File: config.mk
export PLATFORM = sky130hd
export DESIGN_NAME = wb_regfile
export DESIGN_NICKNAME = d
export VERILOG_FILES = /design/src/rtl/wb_regfile.sv
export SDC_FILE = /design/constraint.sdc
export NUM_CORES = 2
export LEC_CHECK = 0
export CAP_MARGIN = 40
export CORE_MARGIN = 10
export CORE_UTILIZATION = 55
export DETAILED_ROUTE_END_ITERATION = 12
export GPL_ROUTABILITY_DRIVEN = 0
export PLACE_DENSITY = 0.77
export RECOVER_POWER = 25
export SLEW_MARGIN = 20
export SYNTH_ARGS = -nofsm -noshare
export SYNTH_HDL_FRONTEND = slang
export SYNTH_SLANG_ARGS = --single-unit
File: constraint.sdc
create_clock -name clk -period 37.2 [get_ports clk]
set_clock_uncertainty 0.15 [all_clocks]
set_input_delay 7.44 -clock clk [delete_from_list [all_inputs] [get_ports clk]]
set_output_delay 7.44 -clock clk [all_outputs]
set_load 0.01 [all_outputs]
File: src/rtl/wb_regfile.sv
// MIPS32 writeback stage: selects the writeback value, commits it into a 2**ADDR_W x DATA_W
// register file, and exports the writeback history for forwarding. Optional macro: REGFILE_BYPASS_EN.
module wb_regfile #(
    parameter int DATA_W = 32,
    parameter int ADDR_W = 5
) (
    input  logic              clk,
    input  logic              rst,
    input  logic [2:0]        controlIn,
    input  logic [DATA_W-1:0] pcIn,
    input  logic [DATA_W-1:0] memDataIn,
    input  logic [DATA_W-1:0] aluResultIn,
    input  logic [ADDR_W-1:0] destRegIn,
    input  logic [ADDR_W-1:0] readReg1,
    input  logic [ADDR_W-1:0] readReg2,
    output logic [DATA_W-1:0] readData1,
    output logic [DATA_W-1:0] readData2,
    output logic              wbWrite,
    output logic [ADDR_W-1:0] wbReg,
    output logic [DATA_W-1:0] wbData,
    output logic              lastValid,
    output logic [ADDR_W-1:0] lastReg,
    output logic [DATA_W-1:0] lastData,
    output logic [31:0]       writeCount
);

    localparam int NUM_REGS = 2 ** ADDR_W;

    typedef struct packed {
        logic link;
        logic mem_to_reg;
        logic reg_write;
    } wb_ctrl_t;

    wb_ctrl_t          ctrl;
    logic [DATA_W-1:0] regs [NUM_REGS];

    assign ctrl = wb_ctrl_t'(controlIn);

    // Register 0 is hardwired; a known-0 RegWrite masks any X on the other inputs.
    assign wbWrite = ctrl.reg_write & (destRegIn != '0);
    assign wbReg   = destRegIn;

    // NOTE: wbData gets a default before the priority chain so no path leaves it unassigned,
    // which would otherwise infer a latch.
    always_comb begin
        wbData = aluResultIn;
        if (ctrl.link) begin
            wbData = pcIn;
        end else if (ctrl.mem_to_reg) begin
            wbData = memDataIn;
        end
    end

    // NOTE: this array is built from flops with an async reset because the file must read as
    // all-zero straight out of reset; it can therefore not be mapped onto a RAM macro.
    always_ff @(posedge clk or posedge rst) begin
        if (rst) begin
            for (int i = 0; i < NUM_REGS; i++) begin
                regs[i] <= '0;
            end
        end else begin
            for (int i = 1; i < NUM_REGS; i++) begin
                if (wbWrite && (destRegIn == ADDR_W'(i))) begin
                    regs[i] <= wbData;
                end
            end
        end
    end

    // NOTE: state is updated with non-blocking assignments so every flop samples the
    // pre-edge values of wbWrite/wbData, independent of statement order.
    always_ff @(posedge clk or posedge rst) begin
        if (rst) begin
            lastValid  <= 1'b0;
            lastReg    <= '0;
            lastData   <= '0;
            writeCount <= '0;
        end else begin
            lastValid <= wbWrite;
            if (wbWrite) begin
                lastReg    <= wbReg;
                lastData   <= wbData;
                writeCount <= writeCount + 32'd1;
            end
        end
    end

    function automatic logic [DATA_W-1:0] read_port(input logic [ADDR_W-1:0] idx);
        if (idx == '0) begin
            return '0;
        end
`ifdef REGFILE_BYPASS_EN
        // Write-through lets an ID-stage read see the value committing this cycle.
        if (wbWrite && (idx == destRegIn)) begin
            return wbData;
        end
`endif
        return regs[idx];
    endfunction

    assign readData1 = read_port(readReg1);
    assign readData2 = read_port(readReg2);

endmodule
==> flow_metrics.py <==
metrics = {
    "cells_and_area": {
        "multi_input_area_um2": 25900,
        "fin_nets": 5283,
        "drive_gt1_share_pct": 16.7,
        "seq_area_um2": 26600,
        "syn2layout_area_growth_pct": 14.7,
        "fill_cells": 7492,
    },
    "die": {
        "dieArea_um2": 112000,
        "start_util_pct": 55.3,
        "num_rows": 115,
        "fp.dieW_um": 334,
        "die_y_um": 334,
        "coreArea_um2": 98100,
        "floorplan.io_pins": 288,
    },
    "route": {
        "via_count": 44500,
        "drt-initial-drc-count": 6141,
        "viasPerCell": 6.80,
        "drc": 0,
        "avgRoutedWirePerCell_um": 28.2,
        "wirelength_um": 184000,
        "firstDrtPassIters": 6,
        "ant_nets": 0,
    },
    "timing": {
        "setup_tns_ns": 0,
        "worst_slew_pin_slew_ns": 8.67,
        "hold_viol": 0,
        "fmax_mhz": 49.6,
        "min_period_ns": 20.14,
        "final.period_utilization_pct": 54.1,
        "final_max_slew_viol_count": 503,
        "setup_viol": 0,
        "rsz0062_at_grt": "no",
        "slew_headroom_pct": -478,
    },
    "power": {
        "vdd_ir_drop_max_mv": 0.0420,
        "leakagePower_nw": 27.2,
        "p_total_mw": 3.38,
        "pwr_density_cell_nw_per_um2": 54.2,
    },
    "clock_network": {
        "tritoncts": "yes",
        "h-tree-depth": 3,
        "cts_buffers": 108,
        "clk_pin_slew_ns": 0.06,
        "hold_buffers": 0,
        "cts_resized": 0,
        "clk_latency_ns": 0.70,
        "cts_root_buf": "clkbuf_16",
        "cts.sinks": 1062,
        "cts_setup_buffers": 0,
        "cts.path.max_buffers": 3,
    },
    "critical_path": {
        "crit_path_frequent_cell": "buf_4",
        "cp_max_fo": 65,
        "slowest_stage": "buf_4",
        "arrival_ns": 12.55,
        "end_kind": "primary output",
        "max_stage_delay_ns": 0.70,
        "cp-start-kind": "primary input",
        "cp_cell_sequence": "buf_8 > buf_4 > buf_4 > buf_12 > buf_4 > buf_4 > mux4_2 > mux2i_1 > nand2_1 > nand2_1 > o21ai_0 > clkdlybuf4s50_1",
        "path_delay_family": "buffers and inverters",
        "critPathKind": "primary input to primary output",
        "cp.required_ns": 29.61,
        "cp.buffers_inverters": 7,
    },
    "global_routing": {
        "grt_usage_pct": 32.6,
        "grt_max_degree": 165,
        "grt_pass1_vias": 44200,
        "overflow": 0,
        "grt_pass1_wl_um": 277000,
        "antenna_found_initial": 16,
    },
    "logic_synthesis": {
        "synthTopCellsByCount": "1,164 x nand2_1, 1,136 x o21ai_0, 1,062 x dfrtp_1",
        "seq_area_frac_synth_pct": 48.9,
        "synth_most_common_cell": "nand2_1",
        "synth_area_um2": 54300,
        "synth_top_area_cell": "dfrtp_1",
        "synth_top_cell_area_share_pct": 48.9,
        "yosys_register_bits": 1062,
        "synth_ff_type": "dfrtp_1",
        "synth.distinct_cells": 39,
        "synth_area_leaders": "dfrtp_1 49%, mux4_2 16%, o21ai_0 10%, nand2_1 8.0%, mux2i_1 3.5%",
        "synthCells": 5142,
        "syn_nets": 5259,
        "synth-edff-count": 0,
        "synth.avg_cell_area_um2": 10.6,
        "yosys_warnings": 32,
        "ys_async_sr_fraction_pct": 100,
    },
    "placement": {
        "port-buffer-count": 287,
        "place_hpwl_um": 111000,
    },
    "job": {
        "max_cap_viol_count": 8,
    },
    "outcome": {
        "status": "finished with violations",
        "failed_checks": "capacitance limit, slew limit",
    },
    "worst_hold_path": {
        "min_path_type": "flop to flop",
    },
}
metrics by stage:
| stage | setup WS (ns) | hold WS, ns | instances | utilization (%) | cell area [µm²] |
|---|---|---|---|---|---|
| final | 17.06 | 0.320 | 6542 | 63.5 | 62300 |
| after global routing | 17.08 | 0.359 | 6540 | 63.5 | 62300 |
| after CTS | 17.30 | 0.326 | 6531 | 63.5 | 62300 |
| after detailed placement | 17.24 | 0.319 | 6334 | 59.8 | 58600 |
| after global placement | 17.11 | 0.313 | 6297 | 59.0 | 57900 |
| after floorplan | 14.96 | 0.310 | 5142 | - | 54300 |
cell usage in the layout, fill, tap and decap left out, types with 13 or more instances in the layout:
| cell | synthesis | final |
|---|---|---|
| nand2_2 | 0 | 17 |
| a21oi_1 | 65 | 33 |
| buf_16 | 0 | 13 |
| o31ai_1 | 32 | 32 |
| o22ai_1 | 32 | 32 |
| clkbuf_16 | 0 | 111 |
| a22oi_1 | 63 | 63 |
| o21ai_0 | 1136 | 1136 |
| nor2_1 | 74 | 72 |
| inv_1 | 35 | 34 |
| mux2_2 | 96 | 96 |
| clkbuf_1 | 395 | 38 |
| buf_4 | 14 | 99 |
| mux2i_1 | 192 | 192 |
| clkbuf_8 | 0 | 28 |
| mux4_2 | 384 | 384 |
| buf_12 | 0 | 14 |
| clkdlybuf4s50_1 | 0 | 273 |
| a21oi_2 | 0 | 21 |
| nand2_1 | 1164 | 1147 |
| buf_2 | 82 | 16 |
| o221ai_1 | 32 | 32 |
| dfrtp_1 | 1062 | 1062 |
| a22o_1 | 129 | 129 |
| clkinv_2 | 0 | 19 |
| xnor2_1 | 21 | 21 |
| o21ai_1 | 16 | 16 |
metal layers:
layer	track usage, %	vias to the layer above	wire length, µm
li1	-	18500	-
met3	10.7	665	25000
met4	15.4	10	10100
met1	43.0	22200	68600
met2	48.7	3112	80700
met5	0	-	80
sequential cells by signal, summed over array words and instances (netlist names):
signal      cells
lastValid       1
regs          992
lastData       32
lastReg         5
writeCount     32
cell families after synthesis:
family          synth area share (%)
compound gates                  15.5
simple gates                    9.39
flops                           48.9
mux                             21.5
buf+inv                         4.17
xor+xnor                       0.500
fa+ha+maj                     0.0230
layout make-up:
cell class | instances | share of cell area, %
Sequential cell | 1062 | 42.7
Multi-Input combinational cell | 3518 | 41.5
Timing Repair Buffer | 441 | 7.03
Clock buffer | 161 | 5.21
Tap cell | 1287 | 2.59
Clock inverter | 36 | 0.751
Inverter | 35 | 0.213
Antenna cell | 2 | 0.00804
final timing paths:
check	from	end	slack (ns)	cells past startpoint
worst max-delay path	readReg1[2]	readData1[0]	17.06	12
worst min-delay path	writeCount[31]	writeCount[31]	0.32	1
worst max register to register	writeCount[10]	writeCount[30]	35.00	5
worst min register to register	writeCount[31]	writeCount[31]	0.32	1
max in group asynchronous	rst	regs[418]	19.80	4
min in group asynchronous	rst	lastData[0]	7.09	2
power by group:
part | total, mW | internal (mW) | switching [mW]
registers | 1.53 | 1.37 | 0.167
clock network | 1.14 | 0.670 | 0.471
logic | 0.702 | 0.343 | 0.360
total | 3.38 | 2.38 | 0.997
worst register-to-register path: stages, from the launching register on:
cell and delay [ns]:
dfrtp_1 0.43, and4_1 0.28, nand4_1 0.18, nor4_1 0.68, nand4_1 0.20, xnor2_1 0.17
(Power assumes the default switching activity.)
